===== src/rtl/ps2_pkg.sv =====
// Shared types and helpers for the PS/2 host-to-device transmitter.
package ps2_pkg;

    // Transmitter sequencing states
    typedef enum logic [3:0] {
        ST_IDLE      = 4'd0,
        ST_INHIBIT   = 4'd1,
        ST_SETUP     = 4'd2,
        ST_RTS       = 4'd3,
        ST_DATA      = 4'd4,
        ST_STOP      = 4'd5,
        ST_ACK       = 4'd6,
        ST_WAIT_IDLE = 4'd7,
        ST_ERR       = 4'd8
    } ps2_tx_state_t;

    // start + 8 data + parity + stop
    localparam int PS2_FRAME_BITS = 11;

    // Round a microsecond duration up to whole system-clock cycles
    function automatic logic [31:0] us_to_cycles(input longint unsigned freq,
                                                 input longint unsigned us);
        longint unsigned c;
        c = (freq * us + 64'd999_999) / 64'd1_000_000;
        return c[31:0];
    endfunction

    // PS/2 uses odd parity: the parity bit makes the total count of ones odd
    function automatic logic odd_parity(input logic [7:0] b);
        return ~(^b);
    endfunction

endpackage


===== src/rtl/ps2_line_filter.sv =====
// Synchronizes one raw PS/2 pin and debounces it: the filtered level only
// follows the pin after FILTER_LEN identical synchronized samples.
module ps2_line_filter #(
    parameter int FILTER_LEN = 8
) (
    input  logic clk,
    input  logic reset,
    input  logic pin,
    output logic level,
    output logic fall
);
    localparam int CW = $clog2(FILTER_LEN + 1);
    localparam logic [CW-1:0] CNT_LAST = CW'(FILTER_LEN - 1);
    localparam logic [CW-1:0] CNT_ONE  = CW'(1);
    localparam logic [CW-1:0] CNT_ZERO = CW'(0);

    logic          sync1_r;
    logic          sync2_r;
    logic          level_r;
    logic          fall_r;
    logic [CW-1:0] cnt_r;

    // Two-flop synchronizer feeding a stability counter; idle bus level is 1
    always_ff @(posedge clk or posedge reset) begin
        if (reset) begin
            sync1_r <= 1'b1;
            sync2_r <= 1'b1;
            level_r <= 1'b1;
            fall_r  <= 1'b0;
            cnt_r   <= CNT_ZERO;
        end else begin
            sync1_r <= pin;
            sync2_r <= sync1_r;
            fall_r  <= 1'b0;
            if (sync2_r == level_r) begin
                cnt_r <= CNT_ZERO;
            end else if (cnt_r == CNT_LAST) begin
                cnt_r   <= CNT_ZERO;
                level_r <= sync2_r;
                // leaving a high level means the line just fell
                fall_r  <= level_r;
            end else begin
                cnt_r <= cnt_r + CNT_ONE;
            end
        end
    end

    assign level = level_r;
    assign fall  = fall_r;

endmodule


===== src/rtl/ps2_host_tx.sv =====
// PS/2 host-to-device command transmitter. Pulls the shared open-drain
// clock/data lines low only through output-enables; the device supplies
// the clock once the host has issued request-to-send.
module ps2_host_tx
    import ps2_pkg::*;
#(
    parameter int CLK_FREQ         = 33_333_333,
    parameter int INHIBIT_US       = 120,
    parameter int START_TIMEOUT_US = 15000,
    parameter int XFER_TIMEOUT_US  = 2000,
    parameter int FILTER_LEN       = 8
) (
    input  logic       clk,
    input  logic       reset,
    input  logic [7:0] tx_data,
    input  logic       tx_valid,
    output logic       tx_ready,
    output logic       busy,
    output logic       done,
    output logic       error,
    input  logic       ps2_clk_in,
    input  logic       ps2_data_in,
    output logic       ps2_clk_oe,
    output logic       ps2_data_oe
);
    localparam logic [31:0] INHIBIT_LAST =
        us_to_cycles(64'(CLK_FREQ), 64'(INHIBIT_US)) - 32'd1;
    localparam logic [31:0] SETUP_LAST =
        us_to_cycles(64'(CLK_FREQ), 64'd1) - 32'd1;
    localparam logic [31:0] START_LAST =
        us_to_cycles(64'(CLK_FREQ), 64'(START_TIMEOUT_US)) - 32'd1;
    localparam logic [31:0] XFER_LAST =
        us_to_cycles(64'(CLK_FREQ), 64'(XFER_TIMEOUT_US)) - 32'd1;

    ps2_tx_state_t              state_r;
    logic [31:0]                timer_r;
    logic [3:0]                 bit_idx_r;
    logic [PS2_FRAME_BITS-3:0]  frame_r;
    logic                       nack_r;
    logic                       clk_oe_r;
    logic                       data_oe_r;
    logic                       ready_r;
    logic                       busy_r;
    logic                       done_r;
    logic                       error_r;

    logic clk_level_s;
    logic clk_fall_s;
    logic data_level_s;
    // data edges carry no meaning for the host; only the level is sampled
    logic unused_data_fall_s;

    ps2_line_filter #(.FILTER_LEN(FILTER_LEN)) u_clk_filter (
        .clk   (clk),
        .reset (reset),
        .pin   (ps2_clk_in),
        .level (clk_level_s),
        .fall  (clk_fall_s)
    );

    ps2_line_filter #(.FILTER_LEN(FILTER_LEN)) u_data_filter (
        .clk   (clk),
        .reset (reset),
        .pin   (ps2_data_in),
        .level (data_level_s),
        .fall  (unused_data_fall_s)
    );

    // Frame sequencer: inhibit, request-to-send, shift bits on device falls,
    // check the ack, then wait for the bus to go idle before reporting.
    always_ff @(posedge clk or posedge reset) begin
        if (reset) begin
            state_r   <= ST_IDLE;
            timer_r   <= 32'd0;
            bit_idx_r <= 4'd0;
            frame_r   <= {(PS2_FRAME_BITS-2){1'b0}};
            nack_r    <= 1'b0;
            clk_oe_r  <= 1'b0;
            data_oe_r <= 1'b0;
            ready_r   <= 1'b1;
            busy_r    <= 1'b0;
            done_r    <= 1'b0;
            error_r   <= 1'b0;
        end else begin
            done_r  <= 1'b0;
            error_r <= 1'b0;
            case (state_r)
                ST_IDLE: begin
                    clk_oe_r  <= 1'b0;
                    data_oe_r <= 1'b0;
                    if (tx_valid && ready_r) begin
                        frame_r  <= {odd_parity(tx_data), tx_data};
                        timer_r  <= 32'd0;
                        clk_oe_r <= 1'b1;
                        ready_r  <= 1'b0;
                        busy_r   <= 1'b1;
                        state_r  <= ST_INHIBIT;
                    end else begin
                        ready_r <= 1'b1;
                        busy_r  <= 1'b0;
                    end
                end
                ST_INHIBIT: begin
                    if (timer_r == INHIBIT_LAST) begin
                        timer_r   <= 32'd0;
                        data_oe_r <= 1'b1;   // start bit, driven before clock release
                        state_r   <= ST_SETUP;
                    end else begin
                        timer_r <= timer_r + 32'd1;
                    end
                end
                ST_SETUP: begin
                    if (timer_r == SETUP_LAST) begin
                        timer_r  <= 32'd0;
                        clk_oe_r <= 1'b0;
                        state_r  <= ST_RTS;
                    end else begin
                        timer_r <= timer_r + 32'd1;
                    end
                end
                ST_RTS: begin
                    if (clk_fall_s) begin
                        timer_r   <= 32'd0;
                        bit_idx_r <= 4'd0;
                        data_oe_r <= ~frame_r[0];
                        state_r   <= ST_DATA;
                    end else if (timer_r == START_LAST) begin
                        clk_oe_r  <= 1'b0;
                        data_oe_r <= 1'b0;
                        error_r   <= 1'b1;
                        state_r   <= ST_ERR;
                    end else begin
                        timer_r <= timer_r + 32'd1;
                    end
                end
                ST_DATA, ST_STOP, ST_ACK, ST_WAIT_IDLE: begin
                    if (timer_r == XFER_LAST) begin
                        clk_oe_r  <= 1'b0;
                        data_oe_r <= 1'b0;
                        error_r   <= 1'b1;
                        state_r   <= ST_ERR;
                    end else begin
                        timer_r <= timer_r + 32'd1;
                        if (state_r == ST_DATA) begin
                            if (clk_fall_s) begin
                                // falls 2..9 present bits 1..7 then parity
                                bit_idx_r <= bit_idx_r + 4'd1;
                                data_oe_r <= ~frame_r[bit_idx_r + 4'd1];
                                if (bit_idx_r == 4'd7) begin
                                    state_r <= ST_STOP;
                                end else begin
                                    state_r <= ST_DATA;
                                end
                            end else begin
                                data_oe_r <= data_oe_r;
                            end
                        end else if (state_r == ST_STOP) begin
                            if (clk_fall_s) begin
                                data_oe_r <= 1'b0;   // stop bit is the released line
                                state_r   <= ST_ACK;
                            end else begin
                                data_oe_r <= data_oe_r;
                            end
                        end else if (state_r == ST_ACK) begin
                            if (clk_fall_s) begin
                                nack_r  <= data_level_s;
                                state_r <= ST_WAIT_IDLE;
                            end else begin
                                nack_r <= nack_r;
                            end
                        end else begin
                            if (clk_level_s && data_level_s) begin
                                done_r  <= ~nack_r;
                                error_r <= nack_r;
                                ready_r <= 1'b1;
                                busy_r  <= 1'b0;
                                state_r <= ST_IDLE;
                            end else begin
                                state_r <= ST_WAIT_IDLE;
                            end
                        end
                    end
                end
                ST_ERR: begin
                    clk_oe_r  <= 1'b0;
                    data_oe_r <= 1'b0;
                    ready_r   <= 1'b1;
                    busy_r    <= 1'b0;
                    state_r   <= ST_IDLE;
                end
                default: begin
                    clk_oe_r  <= 1'b0;
                    data_oe_r <= 1'b0;
                    ready_r   <= 1'b1;
                    busy_r    <= 1'b0;
                    state_r   <= ST_IDLE;
                end
            endcase
        end
    end

    assign tx_ready    = ready_r;
    assign busy        = busy_r;
    assign done        = done_r;
    assign error       = error_r;
    assign ps2_clk_oe  = clk_oe_r;
    assign ps2_data_oe = data_oe_r;

endmodule

===== config.mk =====
export PLATFORM = sky130hd
export DESIGN_NAME = ps2_host_tx
export DESIGN_NICKNAME = d
export VERILOG_FILES = /design/src/rtl/ps2_pkg.sv /design/src/rtl/ps2_line_filter.sv /design/src/rtl/ps2_host_tx.sv
export SDC_FILE = /design/constraint.sdc
export NUM_CORES = 1
export LEC_CHECK = 0
export ABC_AREA = 1
export CAP_MARGIN = 0
export CORE_ASPECT_RATIO = 0.6
export CORE_MARGIN = 4
export CORE_UTILIZATION = 55
export DETAILED_ROUTE_END_ITERATION = 10
export GPL_TIMING_DRIVEN = 0
export PLACE_DENSITY = 0.81
export SETUP_SLACK_MARGIN = 0.5
export SLEW_MARGIN = 5
export SYNTH_ARGS = -nofsm -noshare
export SYNTH_HDL_FRONTEND = slang
export SYNTH_HIERARCHICAL = 1
export SYNTH_SLANG_ARGS = --single-unit

===== constraint.sdc =====
create_clock -name clk -period 2 [get_ports clk]
set_input_delay 0.4 -clock clk [delete_from_list [all_inputs] [get_ports clk]]
set_output_delay 0.4 -clock clk [all_outputs]
set_load 0.01 [all_outputs]

Word level (Yosys, flattened, before mapping)
Cells that the tools add are included.
Widths: inputs -> output; s select.
{"block": "op_classes", "add_sub_neg": 4, "order_cmp": 1, "eq_ne": 37, "muxes": 76, "bitwise_logic": 12, "n_reduce_logical": 18}
{"op": "$mux 32", "n": 6}
{"op": "$pmux 32 s5", "n": 1}
{"op": "$mux 4", "n": 20}
{"op": "$mux 1", "n": 40}
{"op": "$add 32x1->32 const B", "n": 1}
{"op": "$eq 32x12->1 const B", "n": 1}
{"op": "$eq 32x17->1 const B", "n": 1}
{"op": "$eq 32x19->1 const B", "n": 1}
{"op": "$eq 32x6->1 const B", "n": 1}
{"op": "$eq 4x3->1 const B", "n": 7}
{"op": "$ne 2x2->1 const B", "n": 12}
{"op": "$pmux 4 s5", "n": 1}
{"op": "$reduce_and 5->1", "n": 3}
{"op": "$add 4x1->4 const B", "n": 3}
{"op": "$ne 4x3->1 const B", "n": 3}
{"op": "$not 1->1", "n": 12}
{"op": "$reduce_and 6->1", "n": 2}
{"op": "$ne 3x2->1 const B", "n": 3}
{"op": "$eq 4x2->1 const B", "n": 2}
{"op": "$pmux 4 s2", "n": 1}
{"op": "$reduce_xor 8->1", "n": 1}
{"op": "$reduce_and 7->1", "n": 1}
{"op": "$pmux 1 s3", "n": 2}
{"op": "$reduce_and 2->1", "n": 3}
{"op": "other kinds (17)", "n": 20}
{"block": "totals", "register_bits": 71, "output_inout_bits": 6}

Logic depth before layout (Yosys ltp)
{"block": "depth", "word_depth": 8, "mapped_depth": 13, "depth_no_buf": 13}

Cells and area by module
The synthesis kept the hierarchy.
{"mod": "ps2_host_tx", "n_inst": 1, "cells_per_inst": 749, "area_each_um2": 4705.8, "seq_area_each_um2": 1402.6}
{"mod": "ps2_line_filter", "n_inst": 2, "cells_per_inst": 32, "area_each_um2": 321.6, "seq_area_each_um2": 203.9}

Worst setup path before layout
No wires, ideal clock.
{"block": "synth_timing", "kind": "reg-to-reg", "start": "reg timer_r[0]", "end": "reg timer_r[0]", "setup_time_ps": 117, "arrival_ps": 1762, "slack_ps": 121, "stages_incl_launch_ff": 14, "n_path_buf": 1, "synth_period_minus_slack_ps": 1879, "cell_sequence": "dfrtp_1 -> ha_1 -> nand2_2 -> nor2_8 -> inv_4 -> nor2_2 -> nand2_1 -> nor2_2 -> nand2_2 -> nand3_4 -> inv_2 -> buf_2 -> nand2_1 -> nand2_1"}
{"block": "synth_via", "elab_chain_cells": 4, "elab_cells_between_ends": 14, "classes_between": "1 x add/sub; 6 x eq/ne; 6 x mux; 1 x reduce/logical"}
{"element": "from (decl)", "line": "ps2_host_tx.sv:36", "rtl": "logic [31:0] timer_r;"}
{"element": "from (signal assigned)", "line": "ps2_host_tx.sv:109", "rtl": "timer_r <= timer_r + 32'd1;"}
{"element": "from (signal assigned)", "line": "ps2_host_tx.sv:118", "rtl": "timer_r <= timer_r + 32'd1;"}
{"element": "from (signal assigned)", "line": "ps2_host_tx.sv:133", "rtl": "timer_r <= timer_r + 32'd1;"}
{"element": "$add 32x1->32"}
{"element": "$mux 32", "line": "ps2_host_tx.sv:127", "rtl": "end else if (timer_r == START_LAST) begin"}
{"element": "$mux 32", "line": "ps2_host_tx.sv:122", "rtl": "if (clk_fall_s) begin"}
{"element": "$pmux 32 s5", "line": "ps2_host_tx.sv:87", "rtl": "case (state_r)"}
Several ways; a longest one is shown, not always the timed one. The select of a mux whose other input is x is not followed.
A chain may end at the register's enable or synchronous reset.

Worst setup path in the final report
{"block": "layout_timing", "start": "reg timer_r[0]", "end": "reg data_oe_r (netlist: ps2_data_oe)"}
{"block": "layout_via", "elab_chain_cells": 3, "elab_cells_between_ends": 10, "classes_between": "7 x eq/ne; 2 x mux; 1 x reduce/logical"}
{"element": "$eq 32x17->1 (tied with other cells)", "line": "ps2_host_tx.sv:137", "rtl": "if (timer_r == XFER_LAST) begin"}
{"element": "$ne 4x4->1 (no line) (tied with other cells)"}
{"element": "$reduce_and 5->1 (no line) / $pmux 1 s4 (equally long branches)"}
{"element": "to (signal assigned)", "line": "ps2_host_tx.sv:148", "rtl": "data_oe_r <= ~frame_r[bit_idx_r + 4'd1];"}
{"element": "to (signal assigned)", "line": "ps2_host_tx.sv:155", "rtl": "data_oe_r <= data_oe_r;"}
{"element": "to (signal assigned)", "line": "ps2_host_tx.sv:162", "rtl": "data_oe_r <= data_oe_r;"}
{"element": "to (decl)", "line": "ps2_host_tx.sv:41", "rtl": "logic data_oe_r;"}
Several ways; a longest one is shown, not always the timed one.

==> results.md <==
* Final Max Tran Viols at 0
* R2R setup slack at 0.02 ns
* Worst endpoint data arrival time at 2.21 ns
* Layout cell share with drive strength beyond 1 at 32.27%
* Clk root buf: clkbuf_16
* Crit Reg-Reg Startpoint: timer_r[0]
* Maximum clock frequency at 505.0 MHz
* Vias post-DR at 6408
* Commonest non-fill, non-tap cell in the layout: nand2_1
* Die Ht at 84.18 um
* Synthesis-to-finish area growth at 35.18%
* Residual DRC at 0
* Num CTS Buffers at 9
* Avg Synthesized Cell Area at 6.560 um^2
* WS Path Type: register to register
* CTS tree: done
* Die width at 135.0 um
* Boundary pin count at 19
* Final WS setup at 0.01974 ns
* Clock transition at path regs at 0.07 ns
* Max Buffers Root-to-Sink at 2
* # Max-Cap Violations at 0
* Setup total negative slack at 0 ns
* Hold WC Path Type: register to register
* Setup Viol. Count Final at 0
* Syn Inst Count at 811
* Core footprint at 9290 um^2
* Ys Warns at 6
* Routed WL at 20330 um
* Slew @ Worst Pin at 0.7567 ns
* Worst slew margin at 49.45%
* RSZ-0062 raised after global routing: true
* First-pass GRT wire length at 29300 um
* Final Util at 77.41%
* Via density at 6.191
* Clock skew after layout at 0.007997 ns
* WHS Endpoint: u_data_filter/sync2_r
* CTS Sinks at 71
* Final min period at 1.980 ns
* Peak VDD IR at 0.001051 V
* R2R cell count at 14
* Die area at 11360 um^2
* RePlAce Congestion at 0.9539
* Crit share post-route at 99.01%
* CP required at 2.23 ns
* GRT Util Overall at 33.00%
* DP HPWL at 12810 um
* Nets at 919
* Largest net degree at the start of global routing at 29
* Initial drt markers at 895
* WL per Instance at 19.64 um
* CP Capture Type: register
* Initial antenna violation count at 0
* Most frequent cells in the layout: nand2_1, nand3_1, nor2_1, inv_1, buf_4
* N_diodes at 0
* Critical path fanouts, max at 4
* Synth Cell Area at 5320 um^2
* Number of global-route vias before repair at 5642
* IO Port Bufs at 18
* GRT overflow at 0
* Initial Util at 57.27%
* HP Start: u_data_filter/sync1_r
* Status: completed
* Row cnt at 27
* Worst slack, placed at -0.1969 ns
* H-tree depth at 3
* Hold Violations, Final at 0
* Skew-Pair Late Insertion Delay at 0.35 ns
* Reg-to-reg critical path endpoint: ps2_data_oe
* Critical Path Start Type: register
* Syn nets at 830
* Drt pass-1 iters at 6
* Final antenna-violating net count at 0
* Leak Pwr at 0.003294 uW
* Pwr/cell area at 1306 nW/um^2
* Hold depth at 0
[how the worst max path moves through the flow]
stage	from	end	slack, ns	depth (start not counted)
3_5_place_dp	timer_r[0]	timer_r[21]	-0.20	12
5_1_grt	timer_r[0]	ps2_data_oe	-0.05	14
2_1_floorplan	timer_r[0]	state_r[0]	0.28	12
6_report	timer_r[0]	ps2_data_oe	0.02	14
3_3_place_gp	timer_r[0]	timer_r[3]	-0.16	12
4_1_cts	timer_r[0]	timer_r[31]	0.09	14
[final cells by class]
cell class | count | area, um^2
multi-input cells | 626 | 3661
fillers | 608 | 2098
repair buffers | 77 | 700.7
inverters | 88 | 356.6
clock buffers | 10 | 239.0
well taps | 130 | 162.7
plain buffers | 26 | 196.4
flip-flops and latches | 71 | 1814
clock inverters | 6 | 53.80
repair inverters | 1 | 7.507
[critical path: stages, from the launching register on]
cell,delay (ns)
dfrtp_2,0.46
inv_4,0.08
ha_4,0.14
nand3_4,0.07
nor2_4,0.12
nand2_2,0.06
nor2_4,0.23
buf_6,0.14
buf_6,0.08
buf_6,0.11
nor2_4,0.03
nand3_2,0.06
nand3_2,0.10
nand2_1,0.09
nand2_1,0.06
[power breakdown]
| part | leakage [uW] | switching (uW) | internal [uW] |
|---|---|---|---|
| sequential | 0.000890 | 575 | 1910 |
| combinational | 0.00226 | 3300 | 1990 |
| clock | 0.000141 | 722 | 894 |
[through the flow]
stage                     area (um^2)  power (uW)  hold slack, ns  cells
after global placement           5738        5952          0.3463    959
final                            7192        9394          0.3560   1035
after global routing             7192        9847          0.3639   1035
after floorplan                  5395        4896          0.2012    811
after detailed placement         5738        6083          0.3482    959
after CTS                        6600        8546          0.3569   1009
[per-layer routing]
layer  track usage (%)  vias to the layer above  routed length (um)  part of all wire [%]
li1                  -                     2831                   -                     -
met1             46.95                     3001                7911                    39
met2             51.16                      480                9097                    45
met3             8.323                       96                2539                    12
met4             7.411                        0                 782                   3.8
met5                 0                        -                   0                     0
[registers in the layout, summed over array words and instances (netlist names), 4 cells and up]
name	cells
timer_r	32
u_clk_filter/cnt_r	4
bit_idx_r	4
frame_r	9
u_data_filter/cnt_r	4
state_r	4
[timing repair]
action                                  CTS  global route
pin swaps                                23            29
gates resized for setup                 111           125
hold buffers                              0             0
setup buffers                            32            26
hold endpoints to repair                  0             0
cloned                                    2             0
endpoints found under the setup margin  117            56
No activity file was read; power rests on OpenSTA's default activity.
